`src/rtl/spi_sensor_seq.sv`:
```
// UART-triggered BMP280-style SPI sequencer: ID check, config writes, status poll, burst read, UART stream.
// Build option SEQ_FRAME_EN wraps the UART stream as A5 / payload / XOR-of-payload.
module spi_sensor_seq #(
    parameter int                   DATA_BITS  = 8,
    parameter logic [DATA_BITS-1:0] TRIG_CHAR  = 8'h6D,
    parameter logic [DATA_BITS-1:0] ID_ADDR    = 8'hD0,
    parameter logic [DATA_BITS-1:0] EXP_ID     = 8'h58,
    parameter logic [DATA_BITS-1:0] CTRL_ADDR  = 8'hF4,
    parameter logic [DATA_BITS-1:0] CTRL_VAL   = 8'h27,
    parameter logic [DATA_BITS-1:0] CFG_ADDR   = 8'hF5,
    parameter logic [DATA_BITS-1:0] CFG_VAL    = 8'h00,
    parameter logic [DATA_BITS-1:0] STAT_ADDR  = 8'hF3,
    parameter int                   BUSY_BIT   = 3,
    parameter logic [DATA_BITS-1:0] BURST_ADDR = 8'hF7,
    parameter int                   BURST_LEN  = 6,
    parameter int                   POLL_LIMIT = 255
) (
    input  logic                 clk,
    input  logic                 n_rst,
    input  logic                 uart_valid_in,
    input  logic [DATA_BITS-1:0] uart_data_in,
    input  logic                 uart_ready_in,
    output logic                 uart_en,
    output logic [DATA_BITS-1:0] uart_data_out,
    input  logic                 spi_ready_in,
    input  logic                 spi_valid_in,
    input  logic [DATA_BITS-1:0] spi_data_in,
    output logic                 spi_en,
    output logic [DATA_BITS-1:0] spi_data_out,
    output logic [5:0]           spi_data_words,
    output logic                 tied_SS,
    output logic                 busy,
    output logic                 error
);

    localparam int NBUF = BURST_LEN + 1;
    localparam int BW   = $clog2(NBUF);
    localparam int PW   = $clog2(POLL_LIMIT + 1);
    localparam int TXW  = 7;
    localparam logic [DATA_BITS-1:0] RD_FLAG   = {1'b1, {(DATA_BITS-1){1'b0}}};
    localparam logic [DATA_BITS-1:0] CODE_ID   = DATA_BITS'(8'hEE);
    localparam logic [DATA_BITS-1:0] CODE_POLL = DATA_BITS'(8'hEF);
`ifdef SEQ_FRAME_EN
    localparam logic [DATA_BITS-1:0] FRAME_SOF   = DATA_BITS'(8'hA5);
    localparam logic [TXW-1:0]       TX_LEN_DATA = TXW'(NBUF + 2);
    localparam logic [TXW-1:0]       TX_LEN_ERR  = TXW'(3);
`else
    localparam logic [TXW-1:0]       TX_LEN_DATA = TXW'(NBUF);
    localparam logic [TXW-1:0]       TX_LEN_ERR  = TXW'(1);
`endif

    typedef enum logic [2:0] {
        S_IDLE, S_ID, S_WCTRL, S_WCFG, S_POLL, S_BURST, S_TX, S_ERR
    } state_t;

    typedef enum logic [1:0] {PH_SEND, PH_WLO, PH_WHI} tx_ph_t;

    state_t               state_q, state_d;
    tx_ph_t               tx_ph_q;
    logic                 spi_en_q, tied_q, err_q, uart_en_q;
    logic [5:0]           words_q, wcnt_q;
    logic [PW-1:0]        poll_q;
    logic [TXW-1:0]       tx_idx_q;
    logic [DATA_BITS-1:0] code_q, uart_dat_q;
    logic [DATA_BITS-1:0] buf_q [NBUF];

    logic                 trig, spi_st, issue, word_v, last, tx_st, tx_done;
    logic [5:0]           txn_words;
    logic [TXW-1:0]       tx_len;
    logic [DATA_BITS-1:0] spi_word, tx_byte;

    assign trig    = uart_valid_in && (uart_data_in == TRIG_CHAR);
    assign spi_st  = state_q inside {S_ID, S_WCTRL, S_WCFG, S_POLL, S_BURST};
    assign issue   = spi_st && !tied_q && spi_ready_in;
    // Words seen while no transaction is open are not ours to count.
    assign word_v  = spi_valid_in && tied_q;
    assign last    = word_v && (wcnt_q == words_q - 6'd1);
    assign tx_st   = (state_q == S_TX) || (state_q == S_ERR);
    assign tx_len  = (state_q == S_ERR) ? TX_LEN_ERR : TX_LEN_DATA;
    assign tx_done = tx_st && (tx_ph_q == PH_WHI) && uart_ready_in && (tx_idx_q == tx_len);

    always_ff @(posedge clk or negedge n_rst) begin
        if (!n_rst) state_q <= S_IDLE;
        else        state_q <= state_d;
    end

    always_comb begin
        state_d = state_q;
        case (state_q)
            S_IDLE:  if (trig) state_d = S_ID;
            S_ID:    if (last) state_d = (spi_data_in == EXP_ID) ? S_WCTRL : S_ERR;
            S_WCTRL: if (last) state_d = S_WCFG;
            S_WCFG:  if (last) state_d = S_POLL;
            S_POLL: begin
                if (last) begin
                    if (!spi_data_in[BUSY_BIT])                      state_d = S_BURST;
                    else if (poll_q + PW'(1) == PW'(POLL_LIMIT))     state_d = S_ERR;
                end
            end
            S_BURST: if (last) state_d = S_TX;
            S_TX, S_ERR: if (tx_done) state_d = S_IDLE;
            default: state_d = S_IDLE;
        endcase
    end

    always_comb begin
        spi_word  = '0;
        txn_words = 6'd2;
        case (state_q)
            S_ID:    spi_word = (wcnt_q == 6'd0) ? (ID_ADDR | RD_FLAG) : '0;
            S_WCTRL: spi_word = (wcnt_q == 6'd0) ? (CTRL_ADDR & ~RD_FLAG) : CTRL_VAL;
            S_WCFG:  spi_word = (wcnt_q == 6'd0) ? (CFG_ADDR & ~RD_FLAG) : CFG_VAL;
            S_POLL:  spi_word = (wcnt_q == 6'd0) ? (STAT_ADDR | RD_FLAG) : '0;
            S_BURST: begin
                spi_word  = (wcnt_q == 6'd0) ? (BURST_ADDR | RD_FLAG) : '0;
                txn_words = 6'(NBUF);
            end
            default: ;
        endcase
    end

`ifdef SEQ_FRAME_EN
    logic [DATA_BITS-1:0] xsum;
    always_comb begin
        xsum = '0;
        for (int i = 0; i < NBUF; i++) xsum = xsum ^ buf_q[i];
        tx_byte = '0;
        if (state_q == S_ERR)                 tx_byte = (tx_idx_q == '0) ? FRAME_SOF : code_q;
        else if (tx_idx_q == '0)              tx_byte = FRAME_SOF;
        else if (tx_idx_q == TXW'(NBUF + 1))  tx_byte = xsum;
        else                                  tx_byte = buf_q[BW'(tx_idx_q - TXW'(1))];
    end
`else
    always_comb begin
        tx_byte = '0;
        if (state_q == S_ERR) tx_byte = code_q;
        else                  tx_byte = buf_q[BW'(tx_idx_q)];
    end
`endif

    always_ff @(posedge clk or negedge n_rst) begin
        if (!n_rst) begin
            spi_en_q   <= 1'b0;
            tied_q     <= 1'b0;
            err_q      <= 1'b0;
            uart_en_q  <= 1'b0;
            words_q    <= '0;
            wcnt_q     <= '0;
            poll_q     <= '0;
            tx_idx_q   <= '0;
            tx_ph_q    <= PH_SEND;
            code_q     <= '0;
            uart_dat_q <= '0;
            for (int i = 0; i < NBUF; i++) buf_q[i] <= '0;
        end else begin
            spi_en_q  <= 1'b0;
            uart_en_q <= 1'b0;
            if (state_q == S_IDLE && trig) begin
                err_q    <= 1'b0;
                wcnt_q   <= '0;
                poll_q   <= '0;
                tx_idx_q <= '0;
                tx_ph_q  <= PH_SEND;
            end
            if (issue) begin
                spi_en_q <= 1'b1;
                tied_q   <= 1'b1;
                words_q  <= txn_words;
                wcnt_q   <= '0;
            end
            if (word_v) begin
                wcnt_q <= last ? 6'd0 : wcnt_q + 6'd1;
                if (state_q == S_ID && wcnt_q == 6'd1)     buf_q[0] <= spi_data_in;
                if (state_q == S_BURST && wcnt_q != 6'd0)  buf_q[BW'(wcnt_q)] <= spi_data_in;
                if (last) tied_q <= 1'b0;
                if (last && state_q == S_POLL) poll_q <= poll_q + PW'(1);
            end
            if (state_d == S_ERR && state_q != S_ERR) begin
                err_q  <= 1'b1;
                code_q <= (state_q == S_ID) ? CODE_ID : CODE_POLL;
            end
            // Byte handshake: pulse on ready, then see ready fall and rise before the next byte.
            if (tx_st) begin
                case (tx_ph_q)
                    PH_SEND: if (uart_ready_in && tx_idx_q != tx_len) begin
                        uart_en_q  <= 1'b1;
                        uart_dat_q <= tx_byte;
                        tx_idx_q   <= tx_idx_q + TXW'(1);
                        tx_ph_q    <= PH_WLO;
                    end
                    PH_WLO:  if (!uart_ready_in) tx_ph_q <= PH_WHI;
                    PH_WHI:  if (uart_ready_in)  tx_ph_q <= PH_SEND;
                    default: tx_ph_q <= PH_SEND;
                endcase
            end
        end
    end

    assign spi_en         = spi_en_q;
    assign spi_data_out   = spi_word;
    assign spi_data_words = words_q;
    assign tied_SS        = tied_q;
    assign busy           = (state_q != S_IDLE);
    assign error          = err_q;
    assign uart_en        = uart_en_q;
    assign uart_data_out  = uart_dat_q;

endmodule

```
`config.mk`:
```
export PLATFORM = sky130hd
export DESIGN_NAME = spi_sensor_seq
export DESIGN_NICKNAME = d
export VERILOG_FILES = /design/src/rtl/spi_sensor_seq.sv
export SDC_FILE = /design/constraint.sdc
export NUM_CORES = 1
export LEC_CHECK = 0
export BUFFER_PORTS_ARGS = -buffer_cell sky130_fd_sc_hd__clkbuf_2
export CAP_MARGIN = 5
export CELL_PAD_IN_SITES_DETAIL_PLACEMENT = 0
export CELL_PAD_IN_SITES_GLOBAL_PLACEMENT = 2
export CORE_MARGIN = 2
export CORE_UTILIZATION = 42
export CTS_CLUSTER_DIAMETER = 60
export CTS_CLUSTER_SIZE = 8
export DETAILED_ROUTE_END_ITERATION = 10
export PLACE_DENSITY = 0.92
export SKIP_LAST_GASP = 1
export SLEW_MARGIN = 5
export SYNTH_ARGS = -nofsm -noshare
export SYNTH_HDL_FRONTEND = slang
export SYNTH_SLANG_ARGS = --single-unit
export TNS_END_PERCENT = 100
```
`constraint.sdc`:
```
create_clock -name clk -period 6.1 [get_ports clk]
set_clock_uncertainty 0.05 [all_clocks]
set_input_delay 1.22 -clock clk [delete_from_list [all_inputs] [get_ports clk]]
set_output_delay 1.22 -clock clk [all_outputs]
set_load 0.1 [all_outputs]
```
==> impl_metrics.ini, run 1 <==
[outcome]
status = completed

[synth]
synthArstFlopShare_pct = 100
ys_seq_elements = 98
yosys_warnings = 0
yosys.area.top_type = dfrtp_1
synth.yosys.seq_area_share_pct = 48.8
syn_area_per_cell_um2 = 11.0
yosysUniqueCellTypes = 54
synthFlopType = dfrtp_1
synth_area_um2 = 5020
synthTopCellsByArea = dfrtp_1, mux2_2, mux2i_1, nand3_1, nand2_1
synth_edf_count = 0
synth_most_common_cell = dfrtp_1
synthCells = 456
synthTopCellsByCount = dfrtp_1, mux2_2, nand2_1, nand3_1, o21ai_0
yosys.area.top_type_share_pct = 48.8

[floorplanning]
die_h_um = 113
start_util_pct = 43.4
io-pin-count = 49
die-area_um2 = 12800
coreArea_um2 = 11600
rows = 39
die_w_um = 113

[clocking]
cts_sinks = 98
cts_hold_buffers = 0
clkTransAtPathRegs_ps = 60
post_cts_buffers = 0
insertion_delay_ps = 350
cts_max_level = 3
cts_tree = built
clockRootBuffer = clkbuf_16
clockBufferDepth = 2
cts_buffers = 9
cts_resized = 0

[min_path]
worst_hold_startpoint = code_q[6]
hold_depth = 1
worstHoldEndpoint = code_q[6]
holdCritPathClass = flop to flop

[grt]
grt_pass1_wl_mm = 18.3
grt_max_degree = 52
globalRouteOverflowTotal = 0
grt_pass1_vias = 3530
grt_use_total_pct = 18.4
antenna_found_initial = 0

[critical_path]
path_buf_inv = 1
reg2reg_slack_ps = 2990
crit_type = flop to output port
worstReg2RegStart = state_q[0]
cp_slowest_cell = nor4_1
arrival_ps = 2670
cp_top_family = simple AND/OR/NAND/NOR gates
reg2regPathDepth = 8
cp_max_fo = 13
critPathRequiredTime_ps = 4830
worstSetupEndpointType = output port
worstReg2RegEnd = tx_idx_q[5]
cp-start-kind = flop
cp_cell_sequence = nor4_1, nand2_1, or2_2, o21ai_0, clkbuf_2
max_stage_delay_ps = 580

[detailed_routing]
wirelength_mm = 11.0
drtAntennaViolNets = 0
routed.top_layer = met4
wl_met2_mm = 4.97
avgViaCountPerCell = 5.60
vias = 3570
drc = 0
detail_route.wl_per_cell_um = 17.2
wl_met1_mm = 5.29
drt_pass1_iterations = 4
drt_iter0_drc = 180
dr_wl_met3_um = 435

[layout]
layout-drive-gt1-share_pct = 26.3
layout.nets = 521
synthToLayoutAreaGrowth_pct = 11.3
diodes = 0

[power]
vdd_ir_drop_max_mv = 0.367
switching_power_w = 0.00143
p_total_w = 0.00297
internal-power_w = 0.00154
p_sw_share_pct = 48.2
power.density_nw_per_um2 = 531
power_leakage_nw = 2.53
seq_power_share_pct = 35.0
pwr-share-comb_pct = 47.2
pwr-share-clk_pct = 17.8

[sta]
min_period_over_period_pct = 64.6
setup_viol_count_final = 0
slew_headroom_pct = 42.2
fmaxAchievable_mhz = 254
timing.final.crit_period_ps = 3940
finalMaxSlewViolations = 0
hold_viol_final = 0
final.setup.tns_ps = 0
rsz0062_at_grt = false
worst_pin_slew_ps = 865

[place]
gp_congestion = 0.794
io_buffers = 44
dp_hpwl_mm = 7.54

[flow_run]
drv_cap = 0
-- worst max path at each step --
| stage | from | end | slack [ps] | cells past startpoint |
|---|---|---|---|---|
| 5_1_grt | wcnt_q[2] | spi_data_out[2] | 1860 | 5 |
| 3_5_place_dp | wcnt_q[2] | spi_data_out[2] | 2520 | 5 |
| 4_1_cts | wcnt_q[2] | spi_data_out[2] | 2150 | 5 |
| 3_3_place_gp | wcnt_q[2] | spi_data_out[2] | 2590 | 5 |
| 6_report | wcnt_q[2] | spi_data_out[2] | 2160 | 5 |
| 2_1_floorplan | wcnt_q[3] | spi_data_out[2] | 1370 | 5 |
-- power by group through the flow --
stage | Sequential, W | Clock [W] | Combinational [W]
3_5_place_dp | 0.00105 | 0 | 0.00140
2_1_floorplan | 0.00121 | 0 | 0.000984
3_3_place_gp | 0.00104 | 0 | 0.00139
6_report | 0.00104 | 0.000528 | 0.00140
4_1_cts | 0.00104 | 0.000538 | 0.00140
5_1_grt | 0.00107 | 0.000570 | 0.00150
-- cells by family after synthesis --
logic type	share of synthesized area (%)
adders and majority gates	1.99
DFF	48.8
AOI/OAI and AO/OA	9.22
muxes	18.0
xor gates and xnor gates	1.74
and+or+nand+nor	16.6
other	0.0747
buffers and inverters	3.46
-- metrics by stage --
stage | setup slack, ps | instance area [um^2] | std cells | util (%) | hold WS [ps]
after CTS | 2150 | 5590 | 638 | 48.3 | 443
after floorplan | 1370 | 5030 | 459 | - | 383
final | 2160 | 5590 | 638 | 48.3 | 433
after global placement | 2590 | 5320 | 623 | 46.0 | 405
after detailed placement | 2520 | 5320 | 623 | 46.0 | 413
after global routing | 1860 | 5590 | 638 | 48.3 | 453
-- metal layers --
metal | global-route usage (%) | up-vias
met5 | 0 | -
met4 | 7.48 | 0
met3 | 4.18 | 20
met2 | 28.1 | 58
met1 | 25.3 | 1760
li1 | - | 1732
-- layout by cell type (no fill, tap or decap), types with 6 or more instances in the layout --
cell type / Yosys / layout
clkbuf_16: 0 / 9
o211ai_1: 10 / 10
mux2_2: 57 / 57
o21ai_0: 27 / 27
ha_1: 8 / 8
a22oi_1: 7 / 7
nor2_1: 26 / 26
dfrtp_1: 98 / 98
nand2_1: 37 / 37
a21oi_1: 6 / 6
a31oi_1: 9 / 9
mux2i_1: 24 / 24
nand4_1: 6 / 6
inv_1: 9 / 9
clkbuf_2: 0 / 43
nor2b_1: 7 / 7
xor2_1: 9 / 9
nand3_1: 29 / 29
-- final cells by class --
type | count | area (um^2)
Fill cell | 1058 | 5980
Inverter | 9 | 33.8
Clock buffer | 12 | 246
Tap cell | 143 | 179
Timing Repair Buffer | 47 | 245
Multi-Input combinational cell | 326 | 2410
Clock inverter | 3 | 23.8
Sequential cell | 98 | 2450
-- worst reg2reg max path, stage by stage (launching register included) --
cell     delay, ps
dfrtp_1        580
nand3_1        490
mux2_2         450
nand2_1         70
nand3_1        170
inv_1          460
nand4_1        230
or3_1          410
a21oi_1        140
No activity file was read; power rests on OpenSTA's default activity.
==> run 2: changes to the inputs <==
--- a/config.mk
+++ b/config.mk
@@ -5,16 +5,17 @@
 export SDC_FILE = /design/constraint.sdc
 export NUM_CORES = 1
 export LEC_CHECK = 0
+export ABC_AREA = 1
 export BUFFER_PORTS_ARGS = -buffer_cell sky130_fd_sc_hd__clkbuf_2
 export CAP_MARGIN = 5
 export CELL_PAD_IN_SITES_DETAIL_PLACEMENT = 0
 export CELL_PAD_IN_SITES_GLOBAL_PLACEMENT = 2
 export CORE_MARGIN = 2
-export CORE_UTILIZATION = 42
+export CORE_UTILIZATION = 32
 export CTS_CLUSTER_DIAMETER = 60
 export CTS_CLUSTER_SIZE = 8
 export DETAILED_ROUTE_END_ITERATION = 10
-export PLACE_DENSITY = 0.92
+export PLACE_DENSITY = 0.84
 export SKIP_LAST_GASP = 1
 export SLEW_MARGIN = 5
 export SYNTH_ARGS = -nofsm -noshare
==> constraint.sdc (replaced) <==
create_clock -name clk -period 3.4 [get_ports clk]
set_clock_uncertainty 0.05 [all_clocks]
set_input_delay 0.68 -clock clk [delete_from_list [all_inputs] [get_ports clk]]
set_output_delay 0.68 -clock clk [all_outputs]
set_load 0.1 [all_outputs]
==> run 2 against run 1 <==
Against the previous run:
- clock power up 83%
- die area up 35%
- sequential share of layout area down 2.4 points
- synthesized cell count up 43%
- power down 12%
- cell count up 43%
- clock-buffer cell count down 2
- hold slack worse by 120 ps
- sequential cell count unchanged
- sequential power up 25%
- synthesized area up 4.2%
==> impl_metrics.ini, run 2 <==
[outcome]
status = completed

[sta]
min_period_over_period_pct = 88.9
timing.final.crit_period_ps = 3020
rsz0062_at_grt = false
fmaxAchievable_mhz = 331
hold_viol_final = 0
setup_viol_count_final = 0
worst_pin_slew_ps = 754
finalMaxSlewViolations = 0
slew_headroom_pct = 49.8
final.setup.tns_ps = 0

[power]
pwr-share-comb_pct = 13.1
power.density_nw_per_um2 = 441
switching_power_w = 0.000780
vdd_ir_drop_max_mv = 0.254
seq_power_share_pct = 49.8
p_sw_share_pct = 29.9
internal-power_w = 0.00183
power_leakage_nw = 2.94
pwr-share-clk_pct = 37.2

[synth]
synth_edf_count = 0
muxShareOfSynthArea_pct = 0.430
synthFlopType = dfrtp_1
ys_seq_elements = 98
yosysUniqueCellTypes = 45
synth_top_family_by_area = simple AND/OR/NAND/NOR gates
synth_most_common_cell = nand2_1
yosys.area.top_type_share_pct = 46.9
synth_area_um2 = 5230
synth-xor-area-share_pct = 1.34
syn_area_per_cell_um2 = 8.00
yosys.area.top_type = dfrtp_1
synth.yosys.seq_area_share_pct = 46.9
synthCells = 654
synthTopCellsByCount = nand2_1, dfrtp_1, inv_1, o21ai_0, nor2_1
synthTopCellsByArea = dfrtp_1, nand2_1, inv_1, o21ai_0, nor2_1
synth_compound_area_share_pct = 14.8
synth_fa_ha_area_share_pct = 1.91
synth-simple-area-share_pct = 25.1
synthArstFlopShare_pct = 100
yosys_warnings = 0

[place]
gp_congestion = 0.821
dp_hpwl_mm = 9.93
io_buffers = 44

[floorplanning]
rows = 46
die_h_um = 132
die_w_um = 132
start_util_pct = 32.8
coreArea_um2 = 15900
die-area_um2 = 17400
io-pin-count = 49

[flow_run]
drv_cap = 0

[clocking]
clockRootBuffer = clkbuf_16
cts_sinks = 98
cts_buffers = 9
cts_max_level = 3
insertion_delay_ps = 360
clkTransAtPathRegs_ps = 70
post_cts_buffers = 0
cts_resized = 0
cts_hold_buffers = 0
cts_tree = built
clockBufferDepth = 2

[critical_path]
cp_top_family = buffers and inverters
cp_slowest_cell = dfrtp_1
cp-start-kind = flop
critPathRequiredTime_ps = 2670
cp_max_fo = 9
max_stage_delay_ps = 490
arrival_ps = 2290
cp_cell_sequence = inv_1, ha_1, nand3_1, inv_1, nand2_1, nand3b_1, clkbuf_2
worstSetupEndpointType = output port
crit_type = flop to output port
critical_path.most_common_cell = inv_1
path_buf_inv = 3

[detailed_routing]
vias = 4496
avgViaCountPerCell = 4.94
detail_route.wl_per_cell_um = 15.1
drt_pass1_iterations = 5
wirelength_mm = 13.7
drt_iter0_drc = 297
drc = 0
drtAntennaViolNets = 0

[layout]
layout_commonest_cell = nand2_1
fillerInstances = 1685
regArea_um2 = 2450
mostFrequentLayoutCells = nand2_1, dfrtp_1, inv_1
layout.nets = 721
diodes = 0
layout-drive-gt1-share_pct = 14.1
synthToLayoutAreaGrowth_pct = 13.0
multiInputGateArea_um2 = 2300
fin_util_pct = 37.1

[grt]
grt_max_degree = 54
antenna_found_initial = 0
grt_pass1_wl_mm = 23.1
grt_pass1_vias = 4470
globalRouteOverflowTotal = 0
grt_use_total_pct = 16.6

[min_path]
holdCritPathClass = primary input to asynchronous set/reset pin
## run 2: cell types whose count changed after synthesis, sizes merged, moves of 24 or more
cell | previous run | this run
inv | 9 | 88
mux2 | 57 | 2
mux2i | 24 | 0
nand2 | 37 | 154
nor2 | 27 | 65
o21ai | 27 | 66
## run 2: cell type report
type / count / share of cell area, %
well taps: 216 / 4.57
repair buffers: 51 / 4.87
flip-flops and latches: 98 / 41.5
clock buffers: 10 / 4.04
clock inverters: 4 / 0.487
multi-input cells: 443 / 38.9
inverters: 88 / 5.63
## run 2: final timing paths
check / to / slack (ps) / cells after the start / startpoint
worst max-delay path: spi_data_out[5] / 380 / 7 / wcnt_q[1]
worst min-delay path: tied_SS / 320 / 1 / n_rst
worst max register to register: flop / 920 / 8 / wcnt_q[1]
worst min register to register: code_q[6] / 410 / 2 / code_q[6]
max in group asynchronous: asynchronous set/reset pin / 2260 / 2 / n_rst
min in group clk: code_q[6] / 410 / 2 / code_q[6]
## run 2: through the flow
step / cell area, um^2 / hold WS, ps / power (W) / worst slack [ps] / std cells
detailed placement: 5640 / 397 / 0.00166 / 769 / 896
floorplan: 5250 / 334 / 0.00156 / 63.0 / 657
global route: 5910 / 373 / 0.00273 / 218 / 910
global placement: 5640 / 395 / 0.00165 / 847 / 896
finish: 5910 / 315 / 0.00261 / 379 / 910
CTS: 5910 / 368 / 0.00264 / 377 / 910
## run 2: logic make-up (layout without fill, tap and decap cells)
logic type      Yosys count  after routing
fa+ha+maj                 8              8
flops                    98             98
simple gates            288            288
mux                       2              2
buf+inv                 116            153
other cells               1              4
xor+xnor                  8              8
compound gates          133            133
## run 2: power by group through the flow
stage               sequential, W  clock [W]  combinational (W)
detailed placement        0.00132          0           0.000342
finish                    0.00130   0.000968           0.000341
floorplan                 0.00127          0           0.000293
global placement          0.00131          0           0.000339
global route              0.00130    0.00104           0.000388
CTS                       0.00129    0.00100           0.000345
## run 2: per-layer routing
metal | wire (um) | global-route usage, %
met2 | 6390 | 27.0
met3 | 556 | 3.46
met5 | 0 | 0
met1 | 6480 | 21.9
met4 | 319 | 5.98
==> run 3: changes to the inputs <==
--- a/config.mk
+++ b/config.mk
@@ -15,7 +15,8 @@
 export CTS_CLUSTER_DIAMETER = 60
 export CTS_CLUSTER_SIZE = 8
 export DETAILED_ROUTE_END_ITERATION = 10
-export PLACE_DENSITY = 0.84
+export PLACE_DENSITY = 0.73
+export RECOVER_POWER = 25
 export SKIP_LAST_GASP = 1
 export SLEW_MARGIN = 5
 export SYNTH_ARGS = -nofsm -noshare
==> run 3 against run 2 <==
Against the previous run:
- core utilization about the same
- clock-buffer cell count unchanged
- sequential share of layout area about the same
- via count decreased by 2.4%
- maximum frequency about the same
- critical endpoint unchanged
- highest routed layer unchanged
==> impl_metrics.ini, run 3 (same netlist as run 2, synthesis figures left out) <==
[place]
dp_hpwl_mm = 10.3
placed_area_um2 = 5620
gp_congestion = 0.816
io_buffers = 44

[clocking]
post_cts_buffers = 0
cts_resized = 0
cts_sinks = 98
clkTransAtPathRegs_ps = 70
clockRootBuffer = clkbuf_16
cts_buffers = 9
clockBufferDepth = 2
cts_tree = built
cts_max_level = 3
insertion_delay_ps = 350
cts_hold_buffers = 0

[outcome]
status = completed

[critical_path]
cp_cell_sequence = inv_1, ha_1, nand3_1, inv_1, nand2_1, nand3b_1, clkbuf_2
cp_max_fo = 9
critical_path.most_common_cell = inv_1
max_stage_delay_ps = 500
critPathRequiredTime_ps = 2670
cp_top_family = buffers and inverters
crit_type = flop to output port
path_buf_inv = 3
worstSetupEndpointType = output port
arrival_ps = 2290
cp-start-kind = flop
cp_slowest_cell = dfrtp_1

[sta]
rsz0062_at_grt = false
slew_headroom_pct = 2.04
final.setup.tns_ps = 0
timing.final.crit_period_ps = 3020
setup_viol_count_final = 0
worst_pin_slew_ps = 1470
min_period_over_period_pct = 88.8
hold_viol_final = 0
finalMaxSlewViolations = 0
fmaxAchievable_mhz = 331

[detailed_routing]
drt_pass1_iterations = 5
vias = 4390
drc = 0
wirelength_mm = 14.1
drt_iter0_drc = 207
detail_route.wl_per_cell_um = 15.4
drtAntennaViolNets = 0
avgViaCountPerCell = 4.82

[layout]
layout-drive-gt1-share_pct = 14.1
mostFrequentLayoutCells = nand2_1, dfrtp_1, inv_1
stdcell_area_um2 = 5910
synthToLayoutAreaGrowth_pct = 13.0
layout.nets = 720
layout_commonest_cell = nand2_1
fillerInstances = 1706
diodes = 0

[grt]
grt_pass1_vias = 4176
globalRouteOverflowTotal = 0
grt_max_degree = 55
grt_pass1_wl_mm = 22.6
grt_use_total_pct = 16.5
antenna_found_initial = 0

[flow_run]
drv_cap = 0

[floorplanning]
coreArea_um2 = 15900
die_h_um = 132
die_w_um = 132
rows = 46
start_util_pct = 32.8
die-area_um2 = 17400
io-pin-count = 49

[power]
power_leakage_nw = 2.94
vdd_ir_drop_max_mv = 0.212
power.density_nw_per_um2 = 450

[min_path]
holdCritPathClass = flop to flop
==> run 3: routing by layer <==
layer  global-route usage [%]  vias to the layer above  part of all wire [%]
met3                     2.96                        4                   4.7
li1                         -                     2210                     -
met1                     23.7                     2077                    50
met2                     25.0                       99                    45
met5                        0                        -                     0
met4                     5.86                        0                  0.56
==> run 3: worst paths after layout <==
path | from | to | slack [ps] | cells past startpoint
setup / recovery | wcnt_q[1] | spi_data_out[5] | 380 | 7
hold / removal | code_q[6] | code_q[6] | 410 | 2
setup reg to reg | wcnt_q[1] | flop | 890 | 8
hold reg to reg | code_q[6] | code_q[6] | 410 | 2
max in group asynchronous | n_rst | tx_ph_q[1] | 1070 | 2
min in group asynchronous | n_rst | poll_q[3] | 610 | 1
==> run 3: cell type report <==
class / count / area [um^2] / area share, %
sequential: 98 / 2450 / 41.5
clock buffer: 10 / 239 / 4.04
multi-input combinational: 443 / 2300 / 38.9
timing repair buffer: 50 / 262 / 4.42
inverter: 88 / 333 / 5.63
tap: 216 / 270 / 4.57
clock inverter: 6 / 57.6 / 0.973
==> run 3: power by group <==
| part | leakage (nW) | internal [W] | switching (W) |
|---|---|---|---|
| combinational | 1.57 | 0.000108 | 0.000239 |
| sequential | 1.24 | 0.00121 | 0.0000879 |
| clock | 0.139 | 0.000531 | 0.000491 |
==> run 3: tightest hold or removal path, cell delays in order, from the launching register on <==
cell and delay [ps]:
dfrtp_1 320, inv_1 50, nand2_1 60
==> run 3: per-stage QoR <==
stage          std cells  setup WS, ps  utilization [%]  hold slack [ps]  power (W)
2_1_floorplan        657          63.0                -              334    0.00156
3_3_place_gp         895           836             35.3              391    0.00166
3_5_place_dp         895           760             35.3              394    0.00167
4_1_cts              911           368             37.1              380    0.00271
5_1_grt              911           207             37.1              427    0.00280
6_report             911           380             37.1              409    0.00266
